**config.mk**
```make
export PLATFORM = sky130hd
export DESIGN_NAME = alu_exec_seq
export DESIGN_NICKNAME = d
export VERILOG_FILES = /design/src/rtl/alu_exec_seq.sv
export SDC_FILE = /design/constraint.sdc
export NUM_CORES = 1
export LEC_CHECK = 0
export BUFFER_PORTS_ARGS = -buffer_cell sky130_fd_sc_hd__buf_2
export CORE_MARGIN = 8
export CORE_UTILIZATION = 47
export DETAILED_ROUTE_END_ITERATION = 7
export PLACE_DENSITY = 0.89
export SETUP_SLACK_MARGIN = 0.2
export SYNTH_ARGS = -nofsm -noshare
export SYNTH_HDL_FRONTEND = slang
export SYNTH_SLANG_ARGS = --single-unit
```
**constraint.sdc**
```tcl
create_clock -name clk -period 2.61 [get_ports clk]
set_input_delay 0.3915 -clock clk [delete_from_list [all_inputs] [get_ports clk]]
set_output_delay 0.3915 -clock clk [all_outputs]
set_load 0.02 [all_outputs]
```
**src/rtl/alu_exec_seq.sv**
```systemverilog
// -----------------------------------------------------------------------------
// alu_exec_seq
//   Multi-cycle execute sequencer for an MSP430X-style CPU. Accepts a decoded
//   Format-I instruction, fetches the source and destination operands over a
//   request/acknowledge port, presents them to an external combinational ALU,
//   latches the resulting SR flags, and writes the result back over a
//   valid/ready port. A repeat count re-runs the operation rpt_cnt+1 times,
//   feeding each result back in as the next destination operand.
//
//   Optional feature macro: ALU_EXEC_SEQ_ZC_EN
//     Adds input instr_zc, latched at accept. When set, the ALU carry input
//     is forced to 0 on every pass; sr_c still updates from the ALU.
//
// Ports
//   clk, rst                       clock, synchronous active-high reset
//   instr_valid/instr_ready        instruction handshake (ready only when idle)
//   instr[15:0], rpt_cnt           Format-I word and number of extra passes
//   instr_zc                       zero-carry repeat (only with the macro)
//   rd_req/rd_sel/rd_ack/rd_data   operand fetch (rd_sel 0 = src, 1 = dst)
//   alu_instr/src/dst, alu_*in     registered operands and flags to the ALU
//   alu_result, alu_c/v/n/z        combinational ALU result and flags
//   wb_valid/wb_data/wb_ready      result writeback handshake
//   sr_c/v/n/z                     architectural status flags
//   busy, done, err                status; done/err are one-cycle pulses
// -----------------------------------------------------------------------------
module alu_exec_seq #(
  parameter int DW    = 20,
  parameter int RPT_W = 4
) (
  input  logic             clk,
  input  logic             rst,
  input  logic             instr_valid,
  input  logic [15:0]      instr,
  input  logic [RPT_W-1:0] rpt_cnt,
`ifdef ALU_EXEC_SEQ_ZC_EN
  input  logic             instr_zc,
`endif
  output logic             instr_ready,
  output logic             rd_req,
  output logic             rd_sel,
  input  logic             rd_ack,
  input  logic [DW-1:0]    rd_data,
  output logic [15:0]      alu_instr,
  output logic [DW-1:0]    alu_src,
  output logic [DW-1:0]    alu_dst,
  output logic             alu_cin,
  output logic             alu_vin,
  output logic             alu_nin,
  output logic             alu_zin,
  input  logic [DW-1:0]    alu_result,
  input  logic             alu_c,
  input  logic             alu_v,
  input  logic             alu_n,
  input  logic             alu_z,
  output logic             wb_valid,
  output logic [DW-1:0]    wb_data,
  input  logic             wb_ready,
  output logic             sr_c,
  output logic             sr_v,
  output logic             sr_n,
  output logic             sr_z,
  output logic             busy,
  output logic             done,
  output logic             err
);

  typedef enum logic [2:0] {
    S_IDLE, S_FETCH_SRC, S_FETCH_DST, S_EXEC, S_WB, S_DONE
  } state_e;

  localparam logic [3:0]       OP_MOV  = 4'h4;
  localparam logic [3:0]       OP_CMP  = 4'h9;
  localparam logic [3:0]       OP_BIT  = 4'hB;
  localparam logic [RPT_W-1:0] RPT_ONE = {{(RPT_W-1){1'b0}}, 1'b1};

  state_e           state_q, state_d;
  logic [15:0]      instr_q, instr_d;
  logic [DW-1:0]    src_q, src_d, dst_q, dst_d, wb_data_q, wb_data_d;
  logic [RPT_W-1:0] rpt_q, rpt_d;
  logic             illegal_q, illegal_d;
  logic             sr_c_q, sr_c_d, sr_v_q, sr_v_d, sr_n_q, sr_n_d, sr_z_q, sr_z_d;
  logic             instr_ready_q, instr_ready_d, rd_req_q, rd_req_d, rd_sel_q, rd_sel_d;
  logic             wb_valid_q, wb_valid_d, busy_q, busy_d, done_q, done_d, err_q, err_d;
`ifdef ALU_EXEC_SEQ_ZC_EN
  logic             zc_q, zc_d;
`endif

  logic [3:0] opc;
  logic       no_wb;
  assign opc   = instr_q[15:12];
  // CMP and BIT only update flags, so they never visit WB.
  assign no_wb = (opc == OP_CMP) || (opc == OP_BIT);

  // NOTE: every *_d gets its hold value first so no path through the case
  // leaves a variable unassigned, which would otherwise infer a latch.
  always_comb begin
    state_d   = state_q;
    instr_d   = instr_q;
    src_d     = src_q;
    dst_d     = dst_q;
    wb_data_d = wb_data_q;
    rpt_d     = rpt_q;
    illegal_d = illegal_q;
    sr_c_d    = sr_c_q;
    sr_v_d    = sr_v_q;
    sr_n_d    = sr_n_q;
    sr_z_d    = sr_z_q;
`ifdef ALU_EXEC_SEQ_ZC_EN
    zc_d      = zc_q;
`endif

    case (state_q)
      S_IDLE: begin
        if (instr_valid) begin
          instr_d   = instr;
          rpt_d     = rpt_cnt;
          // Opcodes 0..3 are not Format-I: report and retire without side effects.
          illegal_d = (instr[15:14] == 2'b00);
`ifdef ALU_EXEC_SEQ_ZC_EN
          zc_d      = instr_zc;
`endif
          state_d   = illegal_d ? S_DONE : S_FETCH_SRC;
        end
      end
      S_FETCH_SRC: begin
        if (rd_ack) begin
          src_d   = rd_data;
          state_d = (opc == OP_MOV) ? S_EXEC : S_FETCH_DST;
        end
      end
      S_FETCH_DST: begin
        if (rd_ack) begin
          dst_d   = rd_data;
          state_d = S_EXEC;
        end
      end
      S_EXEC: begin
        wb_data_d = alu_result;
        sr_c_d    = alu_c;
        sr_v_d    = alu_v;
        sr_n_d    = alu_n;
        sr_z_d    = alu_z;
        if (!no_wb) begin
          state_d = S_WB;
        end else if (rpt_q != '0) begin
          // Flag-only repeats re-run on the same operands.
          rpt_d   = rpt_q - RPT_ONE;
        end else begin
          state_d = S_DONE;
        end
      end
      S_WB: begin
        if (wb_ready) begin
          if (rpt_q != '0) begin
            rpt_d   = rpt_q - RPT_ONE;
            dst_d   = wb_data_q;
            state_d = S_EXEC;
          end else begin
            state_d = S_DONE;
          end
        end
      end
      S_DONE:  state_d = S_IDLE;
      default: state_d = S_IDLE;
    endcase

    // Outputs are decoded from the next state so they are registered yet
    // line up with the state they describe.
    instr_ready_d = (state_d == S_IDLE);
    rd_req_d      = (state_d == S_FETCH_SRC) || (state_d == S_FETCH_DST);
    rd_sel_d      = (state_d == S_FETCH_DST);
    wb_valid_d    = (state_d == S_WB);
    busy_d        = (state_d != S_IDLE);
    done_d        = (state_d == S_DONE);
    err_d         = (state_d == S_DONE) && illegal_d;
  end

  // NOTE: sequential state uses non-blocking assignments so every flop
  // samples values from before the edge, independent of statement order.
  always_ff @(posedge clk) begin
    if (rst) begin
      state_q       <= S_IDLE;
      instr_q       <= '0;
      src_q         <= '0;
      dst_q         <= '0;
      wb_data_q     <= '0;
      rpt_q         <= '0;
      illegal_q     <= 1'b0;
      sr_c_q        <= 1'b0;
      sr_v_q        <= 1'b0;
      sr_n_q        <= 1'b0;
      sr_z_q        <= 1'b0;
      instr_ready_q <= 1'b1;
      rd_req_q      <= 1'b0;
      rd_sel_q      <= 1'b0;
      wb_valid_q    <= 1'b0;
      busy_q        <= 1'b0;
      done_q        <= 1'b0;
      err_q         <= 1'b0;
`ifdef ALU_EXEC_SEQ_ZC_EN
      zc_q          <= 1'b0;
`endif
    end else begin
      state_q       <= state_d;
      instr_q       <= instr_d;
      src_q         <= src_d;
      dst_q         <= dst_d;
      wb_data_q     <= wb_data_d;
      rpt_q         <= rpt_d;
      illegal_q     <= illegal_d;
      sr_c_q        <= sr_c_d;
      sr_v_q        <= sr_v_d;
      sr_n_q        <= sr_n_d;
      sr_z_q        <= sr_z_d;
      instr_ready_q <= instr_ready_d;
      rd_req_q      <= rd_req_d;
      rd_sel_q      <= rd_sel_d;
      wb_valid_q    <= wb_valid_d;
      busy_q        <= busy_d;
      done_q        <= done_d;
      err_q         <= err_d;
`ifdef ALU_EXEC_SEQ_ZC_EN
      zc_q          <= zc_d;
`endif
    end
  end

  assign instr_ready = instr_ready_q;
  assign rd_req      = rd_req_q;
  assign rd_sel      = rd_sel_q;
  assign alu_instr   = instr_q;
  assign alu_src     = src_q;
  assign alu_dst     = dst_q;
`ifdef ALU_EXEC_SEQ_ZC_EN
  assign alu_cin     = zc_q ? 1'b0 : sr_c_q;
`else
  assign alu_cin     = sr_c_q;
`endif
  assign alu_vin     = sr_v_q;
  assign alu_nin     = sr_n_q;
  assign alu_zin     = sr_z_q;
  assign wb_valid    = wb_valid_q;
  assign wb_data     = wb_data_q;
  assign sr_c        = sr_c_q;
  assign sr_v        = sr_v_q;
  assign sr_n        = sr_n_q;
  assign sr_z        = sr_z_q;
  assign busy        = busy_q;
  assign done        = done_q;
  assign err         = err_q;

endmodule
```
### Word-level counts from Yosys, hierarchy flattened

Index checks and enable logic that the tools add are counted.

* output and inout bits: 91
* bits in registers: 95
* memories: 0
* latch bits: 0
* bits in read-only memories: 0
* RAM bits: 0
* input bits: 69

* order comparisons: 0
* add/sub/neg operators: 1
* divide/modulo/power cells: 0
* shifts and indexed selects: 0
* multiply operators: 0
* eq/ne operators: 16
* reduce and logical (&&, ||, !) cells: 14
* multiplexer cells: 21
* bitwise logic cells: 0

Operators by type and width (number)
* $mux 20: 3
* $pmux 20 s2: 1
* $mux 3: 8
* $mux 4: 4
* $pmux 3 s5: 1
* $pmux 4 s3: 1
* $ne 2x2->1 const B: 5
* $eq 3x2->1 const B: 3
* $eq 3x3->1 const B: 3
* $eq 4x4->1 const B: 2
* $reduce_and 4->1: 2
* $eq 3x1->1 const B: 2
* $logic_not 3->1: 2
* $reduce_bool 3->1: 2
* $eq 4x3->1 const B: 1
* $reduce_and 2->1: 2
* $reduce_bool 4->1: 1
* $sub 4x1->4 const B: 1
* $mux 1: 3
* $logic_not 2->1: 1
* $logic_or 1x1->1: 2
* $reduce_bool 2->1: 1
* $logic_and 1x1->1: 1

### Logic depth before layout (Yosys ltp)

Gate-level depths: netlist (run 1).

* word-level depth: 6
* mapped depth: 8
* mapped depth without buffers: 7

### Worst setup path before layout (run 1)

OpenSTA, ideal clock, no wires.

* kind: input to register
* from: in instr_valid
* to: reg instr_ready_q, in the netlist instr_ready
* arrival: 1.728 ns
* required time: 2.495 ns
* path slack: 0.767 ns
* path buffers: 2
* stages: 6
* setup time: 0.115 ns
* path through: or4b_1 -> buf_2 -> or3_1 -> and2_1 -> buf_6 -> a31o_1

* word-level cells in the longest chain between the ends: 3

RTL lines
* from (decl): RTL line 32 `input logic instr_valid,`
* $mux 3: RTL line 114 `if (instr_valid) begin`
* $pmux 3 s5: RTL line 112 `case (state_q)`
* $logic_not 3->1: RTL line 169 `instr_ready_d = (state_d == S_IDLE);`
* to (signal assigned): RTL line 215 `instr_ready_q <= instr_ready_d;`
* to (decl): RTL line 82 `logic instr_ready_q, instr_ready_d, rd_req_q, rd_req_d, rd_sel_q, rd_sel_d;`

Every way passes these cells.
A chain may end at the register's enable or synchronous reset.

### Worst setup path after layout (run 1)

* from: reg rpt_q[0]
* to: reg rd_sel_q, in the netlist rd_sel

* word-level cells in the longest chain between the ends: 5
* elaborated cells between the ends (all ways): 7
* those cells by class: eq/ne: 1; mux: 5; reduce/logical: 1

RTL lines
* from (decl): RTL line 79 `logic [RPT_W-1:0] rpt_q, rpt_d;`
* from (signal assigned): RTL line 209 `rpt_q <= rpt_d;`
* $reduce_bool 4->1 (*): RTL line 145, 154
* $mux 3 (on tied branches): RTL line 145, 154
* $mux 3 (on tied branches): RTL line 143, 153
* $pmux 3 s5 (*): RTL line 112
* $eq 3x2->1 (*): RTL line 171 `rd_sel_d = (state_d == S_FETCH_DST);`
* to (signal assigned): RTL line 217 `rd_sel_q <= rd_sel_d;`
* to (decl): RTL line 82

Every way passes the cells marked *; elsewhere a longest branch is shown, timed or not.

==> results of run 1 <==
per-layer routing:
metal | global-route usage (%) | routed length [um] | vias to the layer above
met5 | 0 | 0 | -
met4 | 8.257 | 230 | 0
met3 | 7.247 | 946 | 19
met2 | 31.25 | 5111 | 136
met1 | 20.65 | 4424 | 1674
li1 | - | - | 1784
worst max-delay path, stage by stage, from the launching register on:
cell                       delay [ps]
sky130_fd_sc_hd__dfxtp_1          400
sky130_fd_sc_hd__inv_1             60
sky130_fd_sc_hd__ha_1             240
sky130_fd_sc_hd__nor3b_1          190
sky130_fd_sc_hd__o21ai_0          150
sky130_fd_sc_hd__a21boi_1         290
sky130_fd_sc_hd__and2_1           360
sky130_fd_sc_hd__nor4bb_1         270
final cells by class:
type / instances / area [um^2]
Timing Repair Buffer: 171 / 885.9
Sequential cell: 95 / 1902
Inverter: 4 / 15.01
Clock buffer: 10 / 127.6
Fill cell: 660 / 2924
Multi-Input combinational cell: 308 / 1680
Tap cell: 102 / 127.6
Clock inverter: 5 / 65.06
how the worst max path moves through the flow:
stage	startpoint	to	slack (ps)	depth (start not counted)
6_report	rpt_q[0]$_SDFFE_PP0P_	rd_sel$_SDFF_PP0_	550	7
5_1_grt	rpt_q[0]$_SDFFE_PP0P_	rd_sel$_SDFF_PP0_	280	7
4_1_cts	state_q[2]$_SDFF_PP0_	rpt_q[2]$_SDFFE_PP0P_	560	5
3_5_place_dp	state_q[2]$_SDFF_PP0_	rpt_q[2]$_SDFFE_PP0P_	580	5
3_3_place_gp	state_q[2]$_SDFF_PP0_	rpt_q[2]$_SDFFE_PP0P_	690	5
2_1_floorplan	instr_valid	instr_ready$_SDFF_PP1_	770	6
stage by stage:
step	power, mW	instances
final	3.152	695
after global routing	3.307	695
after CTS	3.179	695
after detailed placement	2.225	680
after global placement	2.203	680
after floorplan	2.010	444
power breakdown:
group	leakage [nW]	internal, mW	switching (mW)
clock network	0.0977	0.451	0.513
registers	0.772	1.54	0.0620
logic	1.22	0.226	0.363
total	2.09	2.21	0.938
cells by family (layout without fill, tap and decap cells):
family	count (synthesis)	after routing
buffers and inverters	41	190
XOR/XNOR	1	1
multiplexers	24	24
AO/OA/AOI/OAI	105	105
adder cells (fa/ha/maj)	1	1
AND/OR/NAND/NOR	177	177
flip-flops	95	95
sequential cells by signal, indices dropped and copies added, names as in the netlist:
signal and cells:
alu_cin 1, rd_sel 1, state_q 3, wb_data 20, illegal_q 1, rpt_q 4
busy 1, alu_src 20, alu_vin 1, alu_zin 1, rd_req 1, alu_dst 20
done 1, wb_valid 1, err 1, alu_nin 1, instr_ready 1, alu_instr 16
placed cells by master, fill, tap and decap left out, types with 4 or more instances in the layout:
| cell | netlist | layout |
|---|---|---|
| sky130_fd_sc_hd__a211oi_1 | 20 | 20 |
| sky130_fd_sc_hd__a21oi_1 | 64 | 64 |
| sky130_fd_sc_hd__buf_2 | 8 | 159 |
| sky130_fd_sc_hd__buf_4 | 4 | 12 |
| sky130_fd_sc_hd__clkbuf_8 | 0 | 9 |
| sky130_fd_sc_hd__dfxtp_1 | 95 | 95 |
| sky130_fd_sc_hd__inv_1 | 4 | 4 |
| sky130_fd_sc_hd__mux2i_1 | 24 | 24 |
| sky130_fd_sc_hd__nand2_1 | 126 | 126 |
| sky130_fd_sc_hd__nand3b_1 | 4 | 4 |
| sky130_fd_sc_hd__nor2_1 | 25 | 25 |
| sky130_fd_sc_hd__o21ai_0 | 6 | 6 |
==> flow_summary.html, run 1 <==
<table>
<tr><th>Metric</th><th>Value</th></tr>
<tr><th colspan="2">Outcome</th></tr>
<tr><td>Status</td><td>complete, no violations</td></tr>
<tr><th colspan="2">Critical path</th></tr>
<tr><td>Cell count of the worst reg-to-reg path</td><td>7</td></tr>
<tr><td>Startpoint type of the worst setup path</td><td>flip-flop</td></tr>
<tr><td>Critical path class</td><td>flip-flop to flip-flop</td></tr>
<tr><td>Worst flop-to-flop path endpoint</td><td>rd_sel$_SDFF_PP0_</td></tr>
<tr><td>Endpoint class of the critical path</td><td>flip-flop</td></tr>
<tr><td>Data arrival, critical path</td><td>2320 ps</td></tr>
<tr><td>Slack of the worst reg-to-reg path</td><td>550 ps</td></tr>
<tr><td>WP data required</td><td>2870 ps</td></tr>
<tr><td>Critical-path maximum fanout</td><td>8</td></tr>
<tr><td>Beginning of the worst register-to-register path</td><td>rpt_q[0]$_SDFFE_PP0P_</td></tr>
<tr><th colspan="2">Floorplanning</th></tr>
<tr><td>Die height</td><td>105.5 um</td></tr>
<tr><td>Chip width</td><td>105.5 um</td></tr>
<tr><td>Area of the die</td><td>11120 um^2</td></tr>
<tr><td>Initial core utilization</td><td>48.67%</td></tr>
<tr><td>Io pins</td><td>160</td></tr>
<tr><td>Row cnt</td><td>32</td></tr>
<tr><td>Floorplan core area</td><td>7727 um^2</td></tr>
<tr><th colspan="2">Clock tree</th></tr>
<tr><td>Clock-pin slew on the worst setup and hold paths</td><td>100 ps</td></tr>
<tr><td>TritonCTS clock tree</td><td>done</td></tr>
<tr><td># resized after CTS</td><td>0</td></tr>
<tr><td>Number of buffers inserted by hold repair at cts</td><td>0</td></tr>
<tr><td>Root cell of the clock tree</td><td>sky130_fd_sc_hd__clkbuf_8</td></tr>
<tr><td>Number of CTS-inserted buffers</td><td>9</td></tr>
<tr><td>H-tree levels</td><td>3</td></tr>
<tr><td>Clk Latency, worst-skew pair</td><td>350 ps</td></tr>
<tr><td>Deepest clock path buffer count</td><td>2</td></tr>
<tr><td>Number of setup buffers added after CTS</td><td>0</td></tr>
<tr><td>Sinks on the clock net</td><td>95</td></tr>
<tr><th colspan="2">Routing</th></tr>
<tr><td>Total Wirelength</td><td>10710 um</td></tr>
<tr><td>Per-cell routed wire length</td><td>15.41 um</td></tr>
<tr><td>Routed via count</td><td>3613</td></tr>
<tr><td>Via-per-instance ratio</td><td>5.199</td></tr>
<tr><td>Antenna-violating nets left</td><td>0</td></tr>
<tr><td>Pre-Repair DR Iteration Count</td><td>4</td></tr>
<tr><td>DRC violations left</td><td>0</td></tr>
<tr><td>Iteration-0 DRC count of the detailed router</td><td>122</td></tr>
<tr><th colspan="2">Synth</th></tr>
<tr><td>Post-synth cell types</td><td>41</td></tr>
<tr><td>Total standard cell area after synthesis</td><td>3761 um^2</td></tr>
<tr><td>Area share of the largest cell type after synthesis</td><td>50.57%</td></tr>
<tr><td>Multiplexer area fraction after synthesis</td><td>6.387%</td></tr>
<tr><td>Main area contributors after synthesis</td><td>sky130_fd_sc_hd__dfxtp_1 (51%), sky130_fd_sc_hd__nand2_1 (13%), sky130_fd_sc_hd__a21oi_1 (8.5%), sky130_fd_sc_hd__mux2i_1 (6.4%), sky130_fd_sc_hd__a211oi_1 (4.0%)</td></tr>
<tr><td>Post-synthesis share of cell area spent on full adders, half adders and majority gates</td><td>0.3327%</td></tr>
<tr><td>Yosys Warn Count</td><td>0</td></tr>
<tr><td>Synthesized instance count</td><td>444</td></tr>
<tr><td>Share of the synthesized netlist area taken by xor and xnor gates</td><td>0.2329%</td></tr>
<tr><td>Synthesized-area fraction occupied by and/or/nand/nor cells</td><td>20.76%</td></tr>
<tr><td>Most repeated cell in the gate-level netlist after synthesis</td><td>sky130_fd_sc_hd__nand2_1</td></tr>
<tr><td>Area fraction in compound gates after synthesis</td><td>16.77%</td></tr>
<tr><td>Cell accounting for the most synthesized area</td><td>sky130_fd_sc_hd__dfxtp_1</td></tr>
<tr><td>Sequential element share of the synthesized area</td><td>50.57%</td></tr>
<tr><td>Main combinational cell family by area after synthesis</td><td>simple AND/OR/NAND/NOR gates</td></tr>
<tr><td>Yosys reg bits</td><td>95</td></tr>
<tr><td>Average footprint of a synthesized cell</td><td>8.471 um^2</td></tr>
<tr><td>Dominant register cell in the synthesized netlist</td><td>sky130_fd_sc_hd__dfxtp_1</td></tr>
<tr><td>Async S/R FF share, synth</td><td>0%</td></tr>
<tr><td>Number of nets produced by synthesis</td><td>514</td></tr>
<tr><td>Synth cell count leaders</td><td>sky130_fd_sc_hd__nand2_1 (126), sky130_fd_sc_hd__dfxtp_1 (95), sky130_fd_sc_hd__a21oi_1 (64), sky130_fd_sc_hd__nor2_1 (25)</td></tr>
<tr><td>Number of enable-type register cells in the synthesized netlist</td><td>0</td></tr>
<tr><th colspan="2">Place</th></tr>
<tr><td>HPWL Detailed</td><td>8268 um</td></tr>
<tr><td>Post-DP Area</td><td>4611 um^2</td></tr>
<tr><td>Count of buffers from port buffering</td><td>159</td></tr>
<tr><td>Worst Setup Slack post-DPL</td><td>583.0 ps</td></tr>
<tr><td>Last weighted congestion value of the routability-driven placer</td><td>0.9173</td></tr>
<tr><th colspan="2">GRT</th></tr>
<tr><td>Via count of the first global-routing pass</td><td>3623</td></tr>
<tr><td>Number of antenna violations at the first check in global routing</td><td>0</td></tr>
<tr><td>Overflow after GRT</td><td>0</td></tr>
<tr><td>Combined global-route utilization of all metal layers</td><td>18.70%</td></tr>
<tr><td>Global-route wire length before repair</td><td>17220 um</td></tr>
<tr><td>Pin count of the biggest net entering global routing</td><td>41</td></tr>
<tr><th colspan="2">Power</th></tr>
<tr><td>Leakage power figure</td><td>2.093 nW</td></tr>
<tr><td>Pwr dens</td><td>656.2 nW/um^2</td></tr>
<tr><td>Worst IR Drop VDD</td><td>0.0003546 V</td></tr>
<tr><th colspan="2">STA</th></tr>
<tr><td>Worst slew margin relative to its limit</td><td>55.12%</td></tr>
<tr><td>Endpoints failing setup</td><td>0</td></tr>
<tr><td>Final WS setup</td><td>546.1 ps</td></tr>
<tr><td>Final count of pins violating max slew</td><td>0</td></tr>
<tr><td>Final hold viol count</td><td>0</td></tr>
<tr><td>Final hold slack</td><td>265.0 ps</td></tr>
<tr><td>Highest achievable clock rate</td><td>0.4845 GHz</td></tr>
<tr><td>Slew of the pin with the lowest slew margin</td><td>654.5 ps</td></tr>
<tr><td>Skew final</td><td>13.97 ps</td></tr>
<tr><td>Fin Setup TNS</td><td>0 ps</td></tr>
<tr><td>Crit share post-route</td><td>79.08%</td></tr>
<tr><td>Minimum clock period</td><td>2064 ps</td></tr>
<tr><td>Unrepaired setup endpoints after global routing</td><td>no</td></tr>
<tr><th colspan="2">Layout</th></tr>
<tr><td>Design Area, Final</td><td>4803 um^2</td></tr>
<tr><td>Area growth syn-to-layout</td><td>27.71%</td></tr>
<tr><td>Proportion of layout cells with a drive suffix above 1</td><td>32.88%</td></tr>
<tr><td>Total inserted antenna cells</td><td>0</td></tr>
<tr><td>Final nets</td><td>659</td></tr>
<tr><td>Final core utilization</td><td>62.16%</td></tr>
<tr><th colspan="2">Worst hold path</th></tr>
<tr><td>Class of the most critical hold timing path</td><td>primary input to flip-flop</td></tr>
<tr><td>Cell count of the worst hold path</td><td>3</td></tr>
<tr><td>Hold Crit Start</td><td>alu_result[6]</td></tr>
<tr><td>Worst Hold Path EP</td><td>wb_data[6]$_SDFFE_PP0P_</td></tr>
<tr><th colspan="2">Job</th></tr>
<tr><td>Number of maximum-capacitance violations</td><td>0</td></tr>
</table>
Note: power is estimated with default switching activity, not from simulation.
==> run 2: changes to the inputs <==
Settings changed: CORE_UTILIZATION 47 to 43, PLACE_DENSITY 0.89 to 0.86.
Clock period 2.61 ns to 1.8 ns, I/O delays scaled along.
==> flow_summary.html, run 2 (synthesized netlist as in run 1, its figures left out) <==
<table>
<tr><th>Metric</th><th>Value</th></tr>
<tr><th colspan="2">Place</th></tr>
<tr><td>HPWL Detailed</td><td>8281 um (+0.16%)</td></tr>
<tr><td>Count of buffers from port buffering</td><td>159 (unchanged)</td></tr>
<tr><td>Last weighted congestion value of the routability-driven placer</td><td>0.8275 (-9.8%)</td></tr>
<tr><th colspan="2">Power</th></tr>
<tr><td>Post-layout total power</td><td>5.205 mW (+65%)</td></tr>
<tr><td>Pwr dens</td><td>920.2 nW/um^2 (+40%)</td></tr>
<tr><td>Leakage power figure</td><td>2.461 nW (+18%)</td></tr>
<tr><td>Worst IR Drop VDD</td><td>0.0005304 V (+50%)</td></tr>
<tr><th colspan="2">Worst hold path</th></tr>
<tr><td>Hold Crit Start</td><td>alu_result[5]</td></tr>
<tr><td>Cell count of the worst hold path</td><td>3 (unchanged)</td></tr>
<tr><td>Worst Hold Path EP</td><td>wb_data[5]$_SDFFE_PP0P_</td></tr>
<tr><td>Class of the most critical hold timing path</td><td>primary input to flip-flop</td></tr>
<tr><th colspan="2">STA</th></tr>
<tr><td>Minimum clock period</td><td>1764 ps (-299.7 ps)</td></tr>
<tr><td>Highest achievable clock rate</td><td>0.5668 GHz (+17%)</td></tr>
<tr><td>Final hold viol count</td><td>0 (unchanged)</td></tr>
<tr><td>Crit share post-route</td><td>98.01% (+19 points)</td></tr>
<tr><td>Final count of pins violating max slew</td><td>0 (unchanged)</td></tr>
<tr><td>Slew of the pin with the lowest slew margin</td><td>457.5 ps (-197.0 ps)</td></tr>
<tr><td>Skew final</td><td>16.87 ps (+2.897 ps)</td></tr>
<tr><td>Endpoints failing setup</td><td>0 (unchanged)</td></tr>
<tr><td>Worst slew margin relative to its limit</td><td>69.26% (+14 points)</td></tr>
<tr><td>Unrepaired setup endpoints after global routing</td><td>yes</td></tr>
<tr><th colspan="2">Routing</th></tr>
<tr><td>Pre-Repair DR Iteration Count</td><td>5 (+1)</td></tr>
<tr><td>Routed via count</td><td>3901 (+8.0%)</td></tr>
<tr><td>Antenna-violating nets left</td><td>0 (unchanged)</td></tr>
<tr><td>Iteration-0 DRC count of the detailed router</td><td>222 (+82%)</td></tr>
<tr><td>DRC violations left</td><td>0 (unchanged)</td></tr>
<tr><td>Total Wirelength</td><td>12810 um (+20%)</td></tr>
<tr><td>Via-per-instance ratio</td><td>5.293 (+1.8%)</td></tr>
<tr><td>Per-cell routed wire length</td><td>17.39 um (+13%)</td></tr>
<tr><th colspan="2">Critical path</th></tr>
<tr><td>Beginning of the worst register-to-register path</td><td>rpt_q[1]$_SDFFE_PP0P_</td></tr>
<tr><td>Endpoint class of the critical path</td><td>flip-flop</td></tr>
<tr><td>Startpoint type of the worst setup path</td><td>flip-flop</td></tr>
<tr><td>Cell count of the worst reg-to-reg path</td><td>7 (unchanged)</td></tr>
<tr><td>Critical-path maximum fanout</td><td>4 (-4)</td></tr>
<tr><td>Critical path class</td><td>flip-flop to flip-flop</td></tr>
<tr><td>Data arrival, critical path</td><td>2060 ps (-260 ps)</td></tr>
<tr><td>Slack of the worst reg-to-reg path</td><td>40 ps (-510 ps)</td></tr>
<tr><td>Worst flop-to-flop path endpoint</td><td>instr_ready$_SDFF_PP1_</td></tr>
<tr><td>WP data required</td><td>2090 ps (-780 ps)</td></tr>
<tr><th colspan="2">Clock tree</th></tr>
<tr><td>Number of CTS-inserted buffers</td><td>9 (unchanged)</td></tr>
<tr><td>Clk Latency, worst-skew pair</td><td>350 ps (about the same)</td></tr>
<tr><td>Root cell of the clock tree</td><td>sky130_fd_sc_hd__clkbuf_8</td></tr>
<tr><td>Sinks on the clock net</td><td>95 (unchanged)</td></tr>
<tr><td>TritonCTS clock tree</td><td>done</td></tr>
<tr><td>Deepest clock path buffer count</td><td>2 (unchanged)</td></tr>
<tr><td>Clock-pin slew on the worst setup and hold paths</td><td>100 ps (about the same)</td></tr>
<tr><td>H-tree levels</td><td>3 (unchanged)</td></tr>
<tr><th colspan="2">Layout</th></tr>
<tr><td>Final nets</td><td>696 (+5.6%)</td></tr>
<tr><td>Proportion of layout cells with a drive suffix above 1</td><td>47.06% (+14 points)</td></tr>
<tr><td>Total inserted antenna cells</td><td>0 (unchanged)</td></tr>
<tr><td>Area growth syn-to-layout</td><td>50.40%</td></tr>
<tr><td>Commonest non-fill, non-tap cell in the layout</td><td>sky130_fd_sc_hd__buf_2</td></tr>
<tr><td>Commonest cells after routing, fill and taps aside</td><td>sky130_fd_sc_hd__buf_2 (160), sky130_fd_sc_hd__nand2_1 (126), sky130_fd_sc_hd__dfxtp_1 (89)</td></tr>
<tr><td>Total of fill cells in the finished design</td><td>701 (+6.2%)</td></tr>
<tr><td>Final core utilization</td><td>65.83% (+3.7 points)</td></tr>
<tr><th colspan="2">Job</th></tr>
<tr><td>Number of maximum-capacitance violations</td><td>0 (unchanged)</td></tr>
<tr><th colspan="2">GRT</th></tr>
<tr><td>Combined global-route utilization of all metal layers</td><td>18.32% (-0.38 points)</td></tr>
<tr><td>Global-route wire length before repair</td><td>17630 um (+2.4%)</td></tr>
<tr><td>Number of antenna violations at the first check in global routing</td><td>0 (unchanged)</td></tr>
<tr><td>Overflow after GRT</td><td>0 (unchanged)</td></tr>
<tr><td>Pin count of the biggest net entering global routing</td><td>33 (-20%)</td></tr>
<tr><td>Via count of the first global-routing pass</td><td>3767 (+4.0%)</td></tr>
<tr><th colspan="2">Floorplanning</th></tr>
<tr><td>Row cnt</td><td>34 (+6.3%)</td></tr>
<tr><td>Io pins</td><td>160 (unchanged)</td></tr>
<tr><td>Area of the die</td><td>12000 um^2 (+7.9%)</td></tr>
<tr><td>Chip width</td><td>109.5 um (+3.9%)</td></tr>
<tr><td>Die height</td><td>109.5 um (+3.9%)</td></tr>
<tr><td>Initial core utilization</td><td>43.77% (-4.9 points)</td></tr>
<tr><td>Floorplan core area</td><td>8593 um^2 (+11%)</td></tr>
<tr><th colspan="2">Outcome</th></tr>
<tr><td>Status</td><td>complete, no violations</td></tr>
</table>
[run 2: layer usage]
metal,up-vias,track usage [%],part of all wire (%)
li1,1860,-,-
met1,1861,20.04,40
met2,163,32.47,51
met3,17,5.041,8.2
met4,0,8.004,1.3
met5,-,0,0
[run 2: stage by stage]
stage                     cells  setup TNS, ps  cell area [um^2]  setup slack [ps]  hold slack (ps)
after detailed placement    696              0              4740             18.39            446.2
after CTS                   724              0              5162             106.2            132.9
final                       737              0              5657             35.85            150.2
after floorplan             444         -32.44              3826            -17.11            345.7
after global routing        737         -94.48              5657            -51.26            132.5
after global placement      696              0              4740             82.57            439.3
[run 2: final cells by class]
cell class / instances / area [um^2] / area share, %
repair buffers: 208 / 1314 / 23.22
multi-input cells: 308 / 2053 / 36.30
clock buffers: 9 / 123.9 / 2.190
inverters: 4 / 15.01 / 0.2654
flip-flops and latches: 95 / 1909 / 33.75
clock inverters: 5 / 106.4 / 1.880
well taps: 108 / 135.1 / 2.389
[run 2: how the worst max path moves through the flow]
stage | from | slack (ps) | end
after floorplan | state_q[0]$_SDFF_PP0_ | -20 | instr_ready$_SDFF_PP1_
after global placement | rpt_q[1]$_SDFFE_PP0P_ | 80 | busy$_SDFF_PP0_
after detailed placement | rpt_q[1]$_SDFFE_PP0P_ | 20 | rd_sel$_SDFF_PP0_
after CTS | rpt_q[1]$_SDFFE_PP0P_ | 110 | rd_req$_SDFF_PP0_
after global routing | rpt_q[1]$_SDFFE_PP0P_ | -50 | rd_req$_SDFF_PP0_
final | rpt_q[1]$_SDFFE_PP0P_ | 40 | instr_ready$_SDFF_PP1_
[run 2: report_power, final]
group          switching [mW]  internal [mW]  total (mW)
logic                   0.690          0.543        1.23
registers              0.0907           2.23        2.32
clock network           0.736          0.914        1.65
[run 2: what timing repair did]
item,in CTS,in global routing
gates resized for setup,20,79
hold endpoints to repair,0,0
gates cloned,2,5
hold buffers,0,0
setup endpoints to repair,34,52
buffers inserted,12,8
pin swaps,10,22
[run 2: critical path, cell delays in order (launching register included)]
cell and delay (ps):
sky130_fd_sc_hd__dfxtp_2 350, sky130_fd_sc_hd__inv_2 70, sky130_fd_sc_hd__ha_4 130, sky130_fd_sc_hd__or3b_4 410, sky130_fd_sc_hd__a32o_1 260, sky130_fd_sc_hd__a21oi_2 180
sky130_fd_sc_hd__buf_4 170, sky130_fd_sc_hd__a31o_1 130
